[src/rtl/phase_monitor.sv]
// rtl/phase_monitor.sv - lock-on checker for the 8-cycle phase counter stream
//
// Purpose: follows the upstream 2-bit phase code (run of phase 1, run of
// phase 2, run of phase 0, repeating). It checks the order and run length
// of every phase, strobes frame_done and counts each fully validated frame,
// and keeps the first protocol violation in sticky error status.
//
// Ports:
//   clk        - clock, rising edge
//   rstb       - asynchronous active-low reset
//   phase_in   - phase code from upstream (0,1,2 legal; 3 illegal)
//   clr        - synchronous clear of frame_cnt/err/err_code (FSM untouched)
//   locked     - FSM is in P1, P2 or P0
//   frame_done - one-cycle pulse per validated frame
//   frame_cnt  - saturating count of validated frames
//   err        - sticky error flag
//   err_code   - first error: 1 illegal, 2 run too short, 3 run too long

module phase_monitor #(
   parameter int LEN1    = 4,
   parameter int LEN2    = 3,
   parameter int LEN0    = 1,
   parameter int RUN_W   = 4,
   parameter int FRAME_W = 8
) (
   input  logic               clk,
   input  logic               rstb,
   input  logic [1:0]         phase_in,
   input  logic               clr,
   output logic               locked,
   output logic               frame_done,
   output logic [FRAME_W-1:0] frame_cnt,
   output logic               err,
   output logic [1:0]         err_code
);

   typedef enum logic [1:0] {HUNT, P1, P2, P0} state_t;

   localparam logic [1:0] ERR_ILLEGAL = 2'd1;
   localparam logic [1:0] ERR_SHORT   = 2'd2;
   localparam logic [1:0] ERR_LONG    = 2'd3;

   // One bit wider than run so the long check sees run+1 without wrapping.
   localparam logic [RUN_W:0] L1 = (RUN_W+1)'(LEN1);
   localparam logic [RUN_W:0] L2 = (RUN_W+1)'(LEN2);
   localparam logic [RUN_W:0] L0 = (RUN_W+1)'(LEN0);

   state_t           state, state_n;
   logic [1:0]       prev;
   logic [RUN_W-1:0] run, run_n;
   logic [RUN_W:0]   run_ext, run_inc;
   logic [RUN_W-1:0] run_sat;
   logic             ev_frame, ev_err;
   logic [1:0]       ev_code;
   logic [RUN_W:0]   cur_len;
   logic [1:0]       cur_code, next_code;
   state_t           next_state;

   assign run_ext = {1'b0, run};
   assign run_inc = run_ext + (RUN_W+1)'(1);
   assign run_sat = (&run) ? run : run + RUN_W'(1);

   always_ff @(posedge clk or negedge rstb) begin
      if (!rstb) begin
         state <= HUNT;
         prev  <= 2'b11;
         run   <= '0;
      end else begin
         state <= state_n;
         prev  <= phase_in;
         run   <= run_n;
      end
   end

   // Per-state view: which code continues the run, which code is the legal
   // exit, and what length the run must have reached before that exit.
   always_comb begin
      cur_len    = L1;
      cur_code   = 2'd1;
      next_code  = 2'd2;
      next_state = P2;
      case (state)
         P2: begin
            cur_len    = L2;
            cur_code   = 2'd2;
            next_code  = 2'd0;
            next_state = P0;
         end
         P0: begin
            cur_len    = L0;
            cur_code   = 2'd0;
            next_code  = 2'd1;
            next_state = P1;
         end
         default: ;
      endcase
   end

   always_comb begin
      state_n  = state;
      run_n    = run;
      ev_frame = 1'b0;
      ev_err   = 1'b0;
      ev_code  = 2'd0;
      case (state)
         HUNT: begin
            run_n = '0;
            if (prev == 2'd0 && phase_in == 2'd1) begin
               state_n = P1;
               run_n   = RUN_W'(1);
            end
         end
         P1, P2, P0: begin
            if (phase_in == cur_code) begin
               if (run_inc > cur_len) begin
                  ev_err  = 1'b1;
                  ev_code = ERR_LONG;
               end else begin
                  run_n = run_sat;
               end
            end else if (phase_in == next_code) begin
               if (run_ext == cur_len) begin
                  state_n  = next_state;
                  run_n    = RUN_W'(1);
                  // Only the P0 -> P1 exit closes a frame.
                  ev_frame = (state == P0);
               end else begin
                  ev_err  = 1'b1;
                  ev_code = ERR_SHORT;
               end
            end else begin
               ev_err  = 1'b1;
               ev_code = ERR_ILLEGAL;
            end
         end
         default: state_n = HUNT;
      endcase
      if (ev_err) begin
         state_n = HUNT;
         run_n   = '0;
      end
   end

   always_ff @(posedge clk or negedge rstb) begin
      if (!rstb) begin
         locked     <= 1'b0;
         frame_done <= 1'b0;
      end else begin
         locked     <= (state_n != HUNT);
         frame_done <= ev_frame;
      end
   end

   // clr takes effect first; a frame at the same edge then counts on top.
   logic [FRAME_W-1:0] frame_base;
   assign frame_base = clr ? '0 : frame_cnt;

   always_ff @(posedge clk or negedge rstb) begin
      if (!rstb) begin
         frame_cnt <= '0;
      end else if (ev_frame && !(&frame_base)) begin
         frame_cnt <= frame_base + FRAME_W'(1);
      end else begin
         frame_cnt <= frame_base;
      end
   end

   // err_code is only written when no error is pending after clr, so the
   // first violation since the last clear is kept.
   logic       err_base;
   logic [1:0] code_base;
   assign err_base  = clr ? 1'b0 : err;
   assign code_base = clr ? 2'd0 : err_code;

   always_ff @(posedge clk or negedge rstb) begin
      if (!rstb) begin
         err      <= 1'b0;
         err_code <= 2'd0;
      end else begin
         err      <= err_base | ev_err;
         err_code <= (ev_err && !err_base) ? ev_code : code_base;
      end
   end

endmodule
[config.mk]
export PLATFORM = sky130hd
export DESIGN_NAME = phase_monitor
export DESIGN_NICKNAME = d
export VERILOG_FILES = /design/src/rtl/phase_monitor.sv
export SDC_FILE = /design/constraint.sdc
export NUM_CORES = 1
export LEC_CHECK = 0
export ABC_CLOCK_PERIOD_IN_PS = 2900
export BUFFER_PORTS_ARGS = -buffer_cell sky130_fd_sc_hd__buf_2
export CAP_MARGIN = 20
export CORE_MARGIN = 4
export CORE_UTILIZATION = 36
export CTS_BUF_LIST = sky130_fd_sc_hd__clkbuf_4 sky130_fd_sc_hd__clkbuf_8
export CTS_CLUSTER_DIAMETER = 80
export DETAILED_ROUTE_END_ITERATION = 6
export PLACE_DENSITY = 0.63
export SLEW_MARGIN = 20
export SYNTH_ARGS = -nofsm -noshare
export SYNTH_HDL_FRONTEND = slang
export SYNTH_SLANG_ARGS = --single-unit
export TNS_END_PERCENT = 50
[constraint.sdc]
create_clock -name clk -period 2.9 [get_ports clk]
set_clock_uncertainty 0.05 [all_clocks]
set_input_delay 0.725 -clock clk [delete_from_list [all_inputs] [get_ports clk]]
set_output_delay 0.725 -clock clk [all_outputs]
set_load 0.1 [all_outputs]
==> metrics.csv, run 1 <==
stage,metric,value,unit
flow_run,number of max-cap violations,0,
status,status,"complete, no violations",
global_route,GRT overflow,0,
clock_network,htree depth,1,
clock_network,root buf cell,clkbuf_4,
sta,Sum Neg Setup Slack,0,ns
clock_network,CTS tree,done,
sta,Slew HR,0.584,
logic_synthesis,biggest area consumer among synthesized cells,dfrtp_1,
critical_path,"Max FO, Critical Path",6,
power_and_ir_drop,VDD IR max,0.000219,V
clock_network,CTS Buf Count,3,
global_route,initial antenna violation count,0,
clock_network,# clock sinks,21,
die,total die area,4290,um^2
sta,worst slew pin tran,0.624,ns
sta,final worst-path cycle share,0.889,
finish,Layout Cells excl Fill,189,
critical_path,"Req. time, crit path",3.08,ns
sta,final hold viol count,0,
finish,layout net count,156,
die,die height,65.5,um
finish,fraction of final layout cells sized beyond drive strength 1,0.214,
placed_design,DP HPWL,1890,um
min_path,Worst Hold Class,input pin to async pin,
finish,Fillers,317,
clock_network,post_cts resized,0,
logic_synthesis,top-area cell type share of the netlist area,0.400,
clock_network,clock slew at reported path FFs,0.12,ns
finish,"commonest non-fill, non-tap cell in the layout",dfrtp_1,
die,Initial Util,0.383,
detailed_routing,drt wl/cell,12.9,um
power_and_ir_drop,leakage,0.626,nW
sta,WHS,0.311,ns
logic_synthesis,share of flip-flops with an asynchronous set or reset,1.00,
critical_path,Crit Path Class,flop to flop,
clock_network,cts hold-fix bufs,0,
logic_synthesis,Synthesized Nets,134,
global_route,first-pass GRT wire length,4270,um
global_route,number of global-route vias before repair,945,
detailed_routing,WL final,2440,um
logic_synthesis,synth top area cells,"dfrtp_1 40%, ha_1 5.3%, dfstp_2 4.4%",
logic_synthesis,Gate Count Post-Synth,124,
critical_path,"Cell Chain, Critical Path",ha_1 -> nor4b_2 -> a22oi_1 -> or4_1 -> or4_1 -> a21oi_1,
placed_design,Inst Count DP,185,
placed_design,Placer Congestion,0.830,
finish,fin util,0.443,
detailed_routing,Detailed Route Iter0 Violations,27,
clock_network,Clock Path Buffers,2,
finish,"Area growth, synth to finish",15.7,%
die,core area,3100,um^2
global_route,largest net degree at the start of global routing,22,
sta,min Tclk post-route,2.58,ns
finish,ant diodes,0,
die,# rows,20,
finish,"commonest cells after routing, fill and taps aside","19 x dfrtp_1, 17 x buf_2, 9 x nand2_1, 9 x nor2_1, 7 x a21oi_1",
power_and_ir_drop,total power,0.910,mW
finish,Multi-input gate area,636,um^2
critical_path,crit path DAT,2.76,ns
finish,register area,528,um^2
logic_synthesis,"flops & latches, synth",21,
die,chip width,65.5,um
power_and_ir_drop,pwr dens,661,nW/um^2
critical_path,Worst path top cell family by delay,simple AND/OR/NAND/NOR gates,
logic_synthesis,synthesized cell area,1190,um^2
critical_path,CP Capture Type,flop,
logic_synthesis,"EDFF count, synth",0,
detailed_routing,Final ANT Viol Nets,0,
logic_synthesis,Syn Area/Cell,9.59,um^2
placed_design,buffers added on ports,17,
logic_synthesis,register area share after synthesis,0.444,
sta,Slew Limit Fails,0,
logic_synthesis,main flop type after synthesis,dfrtp_1,
detailed_routing,Residual DRC,0,
global_route,GRT Overall Usage,0.125,
detailed_routing,vias,982,
sta,setup violators final,0,
detailed_routing,drt pass-1 iters,4,
die,Top Ports,18,
clock_network,setup bufs post-CTS,0,
sta,RSZ-0062 raised after global routing,no,
logic_synthesis,Cell variety after synth,42,
sta,FMAX,388,MHz
detailed_routing,Via density,5.20,
clock_network,"Clk Latency, worst-skew pair",0.30,ns
critical_path,CP Launch Type,flop,
critical_path,CP peak stage delay,0.63,ns
logic_synthesis,Yosys warning total,0,
critical_path,Worst Path Buf+Inv,0,
critical_path,CP max-delay cell,or4_1,
critical_path,"Top cell by count, worst path",or4_1,
report_power, final:
group          internal, mW  switching, mW  leakage, nW  total (mW)
logic                0.0924          0.292        0.328       0.384
registers             0.334         0.0414        0.279       0.376
clock network        0.0629         0.0865       0.0184       0.149
total                 0.490          0.420        0.626       0.910
cells by family (layout without fill, tap and decap cells):
group | count (synthesis) | count (layout) | synth area share
simple gates | 55 | 55 | 0.260
compound gates | 27 | 27 | 0.152
flops | 21 | 21 | 0.444
xor+xnor | 8 | 8 | 0.0589
buf+inv | 6 | 27 | 0.0210
fa+ha+maj | 5 | 5 | 0.0526
other cells | 1 | 1 | 0.00315
mux | 1 | 1 | 0.00842
registers in the layout, summed over array words and instances, names as in the netlist:
| signal | cells |
|---|---|
| run | 4 |
| frame_done | 1 |
| err_code | 2 |
| err | 1 |
| frame_cnt | 8 |
| state | 2 |
| prev | 2 |
| locked | 1 |
cell usage after synthesis (all sizes together) (2+ instances only):
master and count:
nand2 9, a21oi 7, o31ai 2, nand2b 4, dfrtp 19, xnor2 5, clkbuf 3, nor4 4
dfstp 2, xor2 3, o21ai 4, and3 2, nand3 6, o2bb2ai 2, and2 2, nor2b 5
or2 3, a211oi 2, or4 2, nor2 9, or2b 2, ha 5, or3 2, buf 2
o21a 2, o22ai 2
worst paths after layout:
kind                                    startpoint                 endpoint  slack [ns]  cells past startpoint
max in group asynchronous                     rstb        prev[0]$_DFF_PN1_        2.14                      1
min                                           rstb         locked$_DFF_PN0_        0.31                      1
max reg2reg                     run[0]$_DFFE_PN0P_   frame_cnt[6]$_DFF_PN0_        0.32                      6
max                             run[0]$_DFFE_PN0P_   frame_cnt[6]$_DFF_PN0_        0.32                      6
min in group clk           err_code[0]$_DFFE_PN0P_  err_code[0]$_DFFE_PN0P_        0.50                      2
min reg2reg                err_code[0]$_DFFE_PN0P_  err_code[0]$_DFFE_PN0P_        0.50                      2
metal layers:
layer,up-vias,wire (um),track usage
met2,13,1180,0.201
met1,477,1140,0.169
met4,0,46,0.0466
li1,486,-,-
met5,-,0,0
met3,6,71,0.0205
through the flow:
step                      area, um^2  worst slack [ns]
after global routing            1380             0.149
after global placement          1350             0.253
final                           1380             0.322
after detailed placement        1350             0.146
after floorplan                 1190            0.0691
after CTS                       1380             0.286
layout make-up:
class | instances | share of cell area
clock buffer | 4 | 0.0218
sequential | 21 | 0.384
tap | 44 | 0.0400
inverter | 1 | 0.00273
multi-input combinational | 97 | 0.462
timing repair buffer | 22 | 0.0892
Power figures use the tool's default switching activity.
==> inputs of run 2 (changes only) <==
--- a/config.mk
+++ b/config.mk
@@ -8,6 +8,7 @@
 export ABC_CLOCK_PERIOD_IN_PS = 2900
 export BUFFER_PORTS_ARGS = -buffer_cell sky130_fd_sc_hd__buf_2
 export CAP_MARGIN = 20
+export CORE_ASPECT_RATIO = 1.1
 export CORE_MARGIN = 4
 export CORE_UTILIZATION = 36
 export CTS_BUF_LIST = sky130_fd_sc_hd__clkbuf_4 sky130_fd_sc_hd__clkbuf_8
==> run 2 against run 1 <==
Effect of this change:
- maximum frequency is 2.0% higher
- first-iteration DRC count stayed put
- cell area is 0.36% lower
- critical path depth stayed put
- flip-flop and latch count stayed put
- routed wire length is 4.2% higher
- via count is 0.92% higher
- register-to-register slack better by 0.05 ns
- power is 1.2% higher
- non-clock buffer count is 1 higher
- final cell count is 4.8% lower
- die area hardly changed
- critical path type unchanged
- largest cell class unchanged
==> metrics.csv, run 2 (synthesis results as in run 1) <==
stage,metric,value,unit,change
clock_network,clock slew at reported path FFs,0.12,ns,about the same
sta,min Tclk post-route,2.53,ns,-0.0517 ns
finish,layout net count,157,,+0.64%
global_route,GRT Overall Usage,0.127,,+0.00193
detailed_routing,met3 wire length,79,um,+11%
finish,fin area,1370,um^2,-0.36%
critical_path,"Req. time, crit path",3.08,ns,about the same
sta,final worst-path cycle share,0.871,,-0.0178
clock_network,# clock sinks,21,,unchanged
detailed_routing,Final ANT Viol Nets,0,,unchanged
finish,register area,528,um^2,unchanged
critical_path,"Max FO, Critical Path",6,,unchanged
critical_path,CP Capture Type,flop,,
detailed_routing,drt wl/cell,14.1,um,+9.4%
clock_network,htree depth,1,,unchanged
finish,Multi-input gate area,636,um^2,unchanged
finish,"commonest cells after routing, fill and taps aside","19 x dfrtp_1, 17 x buf_2, 9 x nand2_1, 9 x nor2_1, 7 x a21oi_1",,
clock_network,cts hold-fix bufs,0,,unchanged
finish,max reg flops,8,,unchanged
clock_network,Clock Path Buffers,2,,unchanged
clock_network,root buf cell,clkbuf_4,,
finish,fin util,0.442,,-0.00126
sta,slack of the critical path,0.374,ns,+0.0517 ns
clock_network,setup bufs post-CTS,0,,unchanged
detailed_routing,drt pass-1 iters,4,,unchanged
finish,Fillers,311,,-1.9%
placed_design,Post-Place Setup Slack,0.181,ns,+0.0341 ns
critical_path,crit path DAT,2.71,ns,-0.05 ns
detailed_routing,Residual DRC,0,,unchanged
detailed_routing,WL final,2540,um,+4.2%
die,Top Ports,18,,unchanged
placed_design,DP HPWL,1980,um,+4.3%
sta,setup violators final,0,,unchanged
clock_network,CTS tree,done,,
detailed_routing,vias,991,,+0.92%
sta,Sum Neg Setup Slack,0,ns,unchanged
global_route,number of global-route vias before repair,995,,+5.3%
placed_design,Placer Congestion,0.821,,-1.2%
finish,"Area growth, synth to finish",15.3,%,
clock_network,CTS Buf Count,3,,unchanged
finish,ant diodes,0,,unchanged
finish,Largest Register,frame_cnt,,
detailed_routing,Via density,5.51,,+6.0%
flow_run,number of max-cap violations,0,,unchanged
finish,biggest regs,"frame_cnt: 8 flops, run: 4 flops",,
die,core area,3100,um^2,about the same
sta,worst slew pin tran,0.613,ns,-0.0107 ns
placed_design,DP Area,1340,um^2,-0.37%
min_path,Worst Hold Class,input pin to async pin,,
sta,RSZ-0062 raised after global routing,no,,
sta,Slew HR,0.588,,+0.00336
die,total die area,4290,um^2,about the same
finish,fraction of final layout cells sized beyond drive strength 1,0.219,,+0.00538
power_and_ir_drop,pwr dens,672,nW/um^2,+1.6%
global_route,first-pass GRT wire length,4320,um,+1.1%
critical_path,CP Launch Type,flop,,
detailed_routing,M1 wire length,1110,um,-2.8%
global_route,largest net degree at the start of global routing,22,,unchanged
sta,Slew Limit Fails,0,,unchanged
power_and_ir_drop,leakage,0.631,nW,+0.84%
global_route,GRT overflow,0,,unchanged
detailed_routing,met2 routed WL,1320,um,+12%
detailed_routing,Detailed Route Iter0 Violations,27,,unchanged
die,# rows,21,,+5.0%
clock_network,post_cts resized,0,,unchanged
die,chip width,62.8,um,-4.1%
die,Initial Util,0.383,,about the same
power_and_ir_drop,VDD IR max,0.000255,V,+17%
die,die height,68.3,um,+4.3%
detailed_routing,max layer used,met4,,
sta,final hold viol count,0,,unchanged
placed_design,buffers added on ports,17,,unchanged
status,status,"complete, no violations",,
power_and_ir_drop,total power,0.921,mW,+1.2%
global_route,initial antenna violation count,0,,unchanged
critical_path,Crit Path Class,flop to flop,,
sta,FMAX,396,MHz,+2.0%
clock_network,"Clk Latency, worst-skew pair",0.30,ns,about the same
finish,"commonest non-fill, non-tap cell in the layout",dfrtp_1,,
[run 2: changes by cell type in the layout (fill, tap and decap cells not counted), sizes merged]
| cell | delta |
|---|---|
| buf | +1 |
[run 2: final cells by class]
cell class / count / share of cell area
multi-input cells: 97 / 0.464
flip-flops and latches: 21 / 0.385
repair buffers: 23 / 0.0950
well taps: 34 / 0.0311
clock buffers: 4 / 0.0219
inverters: 1 / 0.00274
[run 2: stage by stage]
step                cells  hold slack, ns
floorplan             124           0.379
global placement      176           0.487
detailed placement    176           0.517
CTS                   180           0.328
global route          180           0.334
finish                180           0.318
[run 2: where the power goes]
group          switching (mW)  leakage (nW)  internal (mW)
sequential             0.0425         0.279          0.334
clock                  0.0875        0.0184         0.0629
combinational           0.295         0.334         0.0985
total                   0.425         0.631          0.496
[run 2: worst paths after layout]
| kind | from | endpoint | slack (ns) | cells after the start |
|---|---|---|---|---|
| setup reg to reg | run[0]$_DFFE_PN0P_ | frame_cnt[6]$_DFF_PN0_ | 0.37 | 6 |
| hold reg to reg | err_code[0]$_DFFE_PN0P_ | err_code[0]$_DFFE_PN0P_ | 0.53 | 2 |
| setup / recovery | run[0]$_DFFE_PN0P_ | frame_cnt[6]$_DFF_PN0_ | 0.37 | 6 |
| hold / removal | rstb | locked$_DFF_PN0_ | 0.32 | 1 |
| min in group clk | phase_in[1] | prev[1]$_DFF_PN1_ | 0.50 | 1 |
| max in group asynchronous | rstb | prev[0]$_DFF_PN1_ | 2.13 | 1 |
[run 2: per-layer routing]
layer,vias to the layer above,global-route usage
met5,-,0
met4,0,0.0606
met3,4,0.0197
met2,15,0.238
met1,483,0.144
li1,489,-
[run 2: worst max-delay path: stages, from the launching register on]
cell     delay (ns)
dfrtp_1        0.45
ha_1           0.36
nor4b_2        0.22
a22oi_1        0.14
or4_1          0.61
or4_1          0.49
a21oi_1        0.15
